### config.mk
export PLATFORM = sky130hd
export DESIGN_NAME = cmos_cfg_seq
export DESIGN_NICKNAME = d
export VERILOG_FILES = /design/src/rtl/cmos_cfg_pkg.sv /design/src/rtl/cmos_cfg_seq.sv
export SDC_FILE = /design/constraint.sdc
export NUM_CORES = 1
export LEC_CHECK = 0
export CORE_MARGIN = 1.5
export CORE_UTILIZATION = 55
export DETAILED_ROUTE_END_ITERATION = 8
export DONT_BUFFER_PORTS = 1
export GPL_TIMING_DRIVEN = 0
export PLACE_DENSITY = 0.73
export SYNTH_ARGS = -nofsm -noshare
export SYNTH_HDL_FRONTEND = slang
export SYNTH_SLANG_ARGS = --single-unit
### constraint.sdc
create_clock -name iCLK -period 5.3 [get_ports iCLK]
set_input_delay 1.06 -clock iCLK [delete_from_list [all_inputs] [get_ports iCLK]]
set_output_delay 1.06 -clock iCLK [all_outputs]
set_load 0.02 [all_outputs]
### src/rtl/cmos_cfg_pkg.sv
// cmos_cfg_pkg: shared definitions for the CMOS sensor configuration sequencer.
// Holds the FSM state encoding, the table entry layout, the two reserved
// register addresses (end-of-table and delay marker) and the ms-to-ticks helper.
package cmos_cfg_pkg;

    localparam int REG_ADDR_W = 16;
    localparam int REG_VAL_W  = 8;
    localparam int ENTRY_W    = REG_ADDR_W + REG_VAL_W;
    localparam int IDX_W      = 8;
    localparam int ROM_DEPTH  = 256;
    localparam int MAX_RETRY  = 3;

    localparam logic [REG_ADDR_W-1:0] CFG_END = 16'hFFFF;
    localparam logic [REG_ADDR_W-1:0] CFG_DLY = 16'hFFFE;

    typedef enum logic [3:0] {
        S_IDLE,
        S_PWRUP,
        S_FETCH,
        S_DECODE,
        S_ISSUE,
        S_WAIT_ACK,
        S_DELAY,
        S_FINISH,
        S_ERROR
    } state_t;

    // Counter load value for an ms-denominated wait; the counter runs down to
    // zero inclusive, hence the -1. Product is deliberately truncated to 32 bits.
    function automatic logic [31:0] ms_to_ticks(input logic [31:0] ms,
                                                input logic [31:0] tpm);
        return (ms * tpm) - 32'd1;
    endfunction

endpackage

### src/rtl/cmos_cfg_seq.sv
// cmos_cfg_seq: walks a register table after power-up and issues each entry as
// an SCCB write. Entries with reg_addr FFFF end the pass, FFFE inserts a delay
// of <value> ms. Reaching the last table slot ends the pass without wrapping.
// Optional feature (macro CMOS_CFG_RETRY_EN): a NACKed write is reissued up to
// three times before the pass aborts; without it the first NACK aborts.
// Ports:
//   iCLK/iRST              clock, synchronous active-high reset
//   iSTART                 one-cycle start pulse, only honoured when idle
//   oROM_ADDR/iROM_DATA    table ROM interface (1-cycle latency)
//   oSCCB_REQ/ADDR/DATA    write request held until iSCCB_DONE
//   iSCCB_DONE/iSCCB_NACK  transfer completion and NACK qualifier
//   oBUSY/oDONE/oERR/oIDX  pass status and current/failing entry index
module cmos_cfg_seq
    import cmos_cfg_pkg::*;
#(
    parameter int TABLE_LEN    = 256,
    parameter int TICKS_PER_MS = 50000,
    parameter int PWRUP_MS     = 20
) (
    input  logic        iCLK,
    input  logic        iRST,
    input  logic        iSTART,
    output logic [7:0]  oROM_ADDR,
    input  logic [23:0] iROM_DATA,
    output logic        oSCCB_REQ,
    output logic [15:0] oSCCB_ADDR,
    output logic [7:0]  oSCCB_DATA,
    input  logic        iSCCB_DONE,
    input  logic        iSCCB_NACK,
    output logic        oBUSY,
    output logic        oDONE,
    output logic        oERR,
    output logic [7:0]  oIDX
);

    localparam logic [IDX_W-1:0] LAST_IDX = 8'(TABLE_LEN - 1);

    state_t                state_q;
    logic [IDX_W-1:0]      idx_q;
    logic [31:0]           cnt_q;
    logic                  req_q;
    logic [REG_ADDR_W-1:0] sccb_addr_q;
    logic [REG_VAL_W-1:0]  sccb_data_q;
    logic                  busy_q;
    logic                  done_q;
    logic                  err_q;
`ifdef CMOS_CFG_RETRY_EN
    logic [1:0]            retry_q;
`endif

    logic [REG_ADDR_W-1:0] ent_addr;
    logic [REG_VAL_W-1:0]  ent_val;
    state_t                adv_state_d;
    logic [IDX_W-1:0]      adv_idx_d;
    logic [31:0]           dly_ticks_d;
    logic [31:0]           pwrup_ticks;

    assign ent_addr = iROM_DATA[ENTRY_W-1:REG_VAL_W];
    assign ent_val  = iROM_DATA[REG_VAL_W-1:0];

    // Moving past an entry: the last table slot ends the pass instead of wrapping.
    assign adv_state_d = (idx_q == LAST_IDX) ? S_FINISH : S_FETCH;
    assign adv_idx_d   = (idx_q == LAST_IDX) ? idx_q : idx_q + 8'd1;

    assign dly_ticks_d = ms_to_ticks(32'(ent_val), 32'(TICKS_PER_MS));
    assign pwrup_ticks = ms_to_ticks(32'(PWRUP_MS), 32'(TICKS_PER_MS));

    always_ff @(posedge iCLK) begin
        if (iRST) begin
            state_q     <= S_IDLE;
            idx_q       <= '0;
            cnt_q       <= '0;
            req_q       <= 1'b0;
            sccb_addr_q <= '0;
            sccb_data_q <= '0;
            busy_q      <= 1'b0;
            done_q      <= 1'b0;
            err_q       <= 1'b0;
`ifdef CMOS_CFG_RETRY_EN
            retry_q     <= '0;
`endif
        end else begin
            case (state_q)
                S_IDLE: begin
                    if (iSTART) begin
                        state_q <= S_PWRUP;
                        busy_q  <= 1'b1;
                        done_q  <= 1'b0;
                        err_q   <= 1'b0;
                        idx_q   <= '0;
                        cnt_q   <= pwrup_ticks;
                    end
                end
                S_PWRUP: begin
                    if (cnt_q == 32'd0) state_q <= S_FETCH;
                    else                cnt_q   <= cnt_q - 32'd1;
                end
                S_DELAY: begin
                    if (cnt_q == 32'd0) begin
                        state_q <= adv_state_d;
                        idx_q   <= adv_idx_d;
                    end else begin
                        cnt_q <= cnt_q - 32'd1;
                    end
                end
                // oROM_ADDR mirrors idx_q, so the ROM samples it at the end of
                // this cycle and the entry is on iROM_DATA during DECODE.
                S_FETCH: begin
                    state_q <= S_DECODE;
`ifdef CMOS_CFG_RETRY_EN
                    // FETCH is only reached on a new entry, never on a retry.
                    retry_q <= '0;
`endif
                end
                S_DECODE: begin
                    if (ent_addr == CFG_END) begin
                        state_q <= S_FINISH;
                    end else if (ent_addr == CFG_DLY) begin
                        if (ent_val == '0) begin
                            state_q <= adv_state_d;
                            idx_q   <= adv_idx_d;
                        end else begin
                            cnt_q   <= dly_ticks_d;
                            state_q <= S_DELAY;
                        end
                    end else begin
                        sccb_addr_q <= ent_addr;
                        sccb_data_q <= ent_val;
                        state_q     <= S_ISSUE;
                    end
                end
                S_ISSUE: begin
                    req_q   <= 1'b1;
                    state_q <= S_WAIT_ACK;
                end
                S_WAIT_ACK: begin
                    if (iSCCB_DONE) begin
                        req_q <= 1'b0;
                        if (!iSCCB_NACK) begin
                            state_q <= adv_state_d;
                            idx_q   <= adv_idx_d;
                        end else begin
`ifdef CMOS_CFG_RETRY_EN
                            if (retry_q == 2'(MAX_RETRY)) begin
                                state_q <= S_ERROR;
                            end else begin
                                retry_q <= retry_q + 2'd1;
                                state_q <= S_ISSUE;
                            end
`else
                            state_q <= S_ERROR;
`endif
                        end
                    end
                end
                S_FINISH: begin
                    busy_q  <= 1'b0;
                    done_q  <= 1'b1;
                    state_q <= S_IDLE;
                end
                S_ERROR: begin
                    busy_q  <= 1'b0;
                    err_q   <= 1'b1;
                    state_q <= S_IDLE;
                end
                default: state_q <= S_IDLE;
            endcase
        end
    end

    assign oROM_ADDR  = idx_q;
    assign oIDX       = idx_q;
    assign oSCCB_REQ  = req_q;
    assign oSCCB_ADDR = sccb_addr_q;
    assign oSCCB_DATA = sccb_data_q;
    assign oBUSY      = busy_q;
    assign oDONE      = done_q;
    assign oERR       = err_q;

endmodule

==> results.yml <==
cells_and_area:
  mostFrequentLayoutCells: "nand2_1, a21oi_1, dfxtp_1, ha_1, nor2_1"
  stdcell_area_um2: 6506
  area_growth_pct: 6.820
  final_nets: 894
  final_common_cell: "nand2_1"
  drive_gt1_share_pct: 8.271
  fin_util_pct: 60.02
  fill_cells: 982
  diodes: 0
  final_cells: 938
routing:
  vias: 5964
  antenna_left: 0
  firstDrtPassIters: 6
  via_per_inst: 6.358
  drt-total-wl_um: 16410
  drt_iter0_drc: 581
  wire_per_inst_um: 17.50
  drc: 0
floorplanning:
  die_area_um2: 11710
  num_rows: 38
  io_pins: 73
  initial_core_util_pct: 56.19
  die_w_um: 108.2
  core_um2: 10840
  die_h_um: 108.2
grt:
  grt_pass1_wl_um: 26050
  grt-ovfl-total: 0
  grt_use_total_pct: 28.14
  grt_pass1_vias: 5390
  grt_max_degree: 14
  antenna_found_initial: 0
critical_path:
  max_stage_delay_ns: 0.53
  crit_top_cell: "ha_1"
  r2r_start: "cnt_q[12]"
  critPathLaunchType: "input port"
  worstPathCellList: "ha_1 -> fa_1 -> inv_1 -> fa_1 -> inv_1 -> ha_1 -> ha_1 -> buf_2 -> a21o_1 -> a311o_1 -> and4b_1 -> or4_1 -> a211oi_2 -> nand4_4 -> a21oi_2"
  cp_data_required_time_ns: 5.60
  cp.arrival_ns: 5.42
  critPathCaptureType: "register"
  cp_max_fo: 8
  crit_type: "input port to register"
  crit_path_start: "iROM_DATA[3]"
  critPathSlowestCell: "fa_1"
timing:
  worst_slack_ns: 0.1818
  maxSlewHeadroom_pct: 38.14
  tightest_slew_ns: 0.9045
  finClkSkew_ns: 0.01209
  min_period_ns: 5.118
  clock.fmax_mhz: 195.4
  hold_viol: 0
  slew_viol_final: 0
  final-setup-viol-count: 0
  fin_hold_ws_ns: 0.5189
  fin_crit_sh_pct: 96.57
yosys:
  synth_top_area_cell: "dfxtp_1"
  syn_nets: 881
  ys_types: 81
  ys_seq_area_share_pct: 23.66
  synth-seq-cells: 72
  syn_area_per_cell_um2: 7.809
  netlist_instances: 780
  yosysWarnings: 0
  synth-edff-count: 0
  synth_area_um2: 6091
  synth_async_sr_flop_share_pct: 0
  ys.flop_type: "dfxtp_1"
  synth_area_leaders: "dfxtp_1, ha_1, a21oi_1"
  synth_top_area_share_pct: 23.66
clocking:
  cts_hold_buf: 0
  insertion_delay_ns: 0.38
  cts_buffer_depth: 2
  cts_buffers: 9
  clock-sinks: 72
  cts-root-buf: "clkbuf_8"
  clk_pin_slew_ns: 0.08
  cts-htree-levels: 3
  cts_tree: "built"
pwr:
  peakVddDrop_mv: 0.2267
  power_density_nw_per_um2: 478.2
  power_leakage_nw: 2.527
placement:
  placed_area_um2: 6266
  routabilityCongestion: 0.9386
  dp_hpwl_um: 12610
  dp_cells: 920
  dp_slack_ns: -0.2574
  portBuffers: 0
flow_run:
  drv_cap: 0
worst_hold_path:
  min_from: "cnt_q[10]"
  min_path_type: "register to register"
run_status:
  outcome: "completed"
-- cell usage after synthesis, drive strengths merged (7+ instances only) --
cell,instances
nand2,95
a21oi,78
dfxtp,72
ha,60
nor2,58
o21ai,48
clkbuf,34
inv,29
nand3,23
nor3,21
or4,17
buf,16
nor4,16
a211oi,14
nand4,14
xnor2,14
fa,12
xor2,11
a31oi,9
a22oi,7
and3,7
or2,7
-- critical path: cells and delay by family --
family	cells	cell delay (ns)
AOI/OAI and AO/OA	4	1.14
buffers and inverters	3	0.27
and+or+nand+nor	3	1.02
adders and majority gates	5	1.93
-- cell families after synthesis --
group	count (synthesis)	share of synthesized area, %
compound gates	230	24.80
xor+xnor	25	3.595
fa+ha+maj	72	16.27
buf+inv	80	5.669
flops	72	23.66
mux	1	0.1849
simple gates	300	25.82
-- final cells by class --
type	count	area, um^2	share of cell area, %
multi-input combinational	628	4309	66.23
clock inverter	6	92.59	1.423
tap	140	175.2	2.692
clock buffer	10	127.6	1.962
timing repair buffer	2	15.01	0.2308
buffer	50	232.7	3.577
sequential	72	1441	22.15
inverter	30	112.6	1.731
-- through the flow --
stage	total power (W)	TNS, ns
detailed placement	0.002574	-2.462
global route	0.003365	-0.0001785
floorplan	0.002162	0
CTS	0.003084	0
finish	0.003111	0
global placement	0.002528	-1.067
-- registers in the layout (all words and copies together) (netlist names) --
register,flops
oSCCB_ADDR,16
oIDX,8
oERR,1
oDONE,1
oBUSY,1
oSCCB_REQ,1
oSCCB_DATA,8
cnt_q,32
state_q,4
-- what timing repair did --
| action | CTS | global route |
|---|---|---|
| endpoints found under the setup margin | 0 | 8 |
| gates resized for setup | 0 | 1 |
| buffers inserted | 0 | 2 |
-- worst paths after layout --
| kind | to | slack (ns) | cells after the start |
|---|---|---|---|
| worst max register to register | cnt_q[26] | 2.28 | 7 |
| worst max-delay path | cnt_q[28] | 0.18 | 15 |
| worst min-delay path | cnt_q[10] | 0.52 | 2 |
| worst min register to register | cnt_q[10] | 0.52 | 2 |
-- where the power goes --
group	internal, W	switching (W)
sequential	0.000629	0.000118
combinational	0.000667	0.00119
clock	0.000268	0.000238
-- layer usage --
metal | global-route usage, % | wire length, um | part of all wire, %
met1 | 35.81 | 7063 | 43
met2 | 47.15 | 7886 | 48
met3 | 6.088 | 1110 | 6.8
met4 | 9.398 | 352 | 2.1
met5 | 0 | 0 | 0
Note: power is estimated with default switching activity, not from simulation.
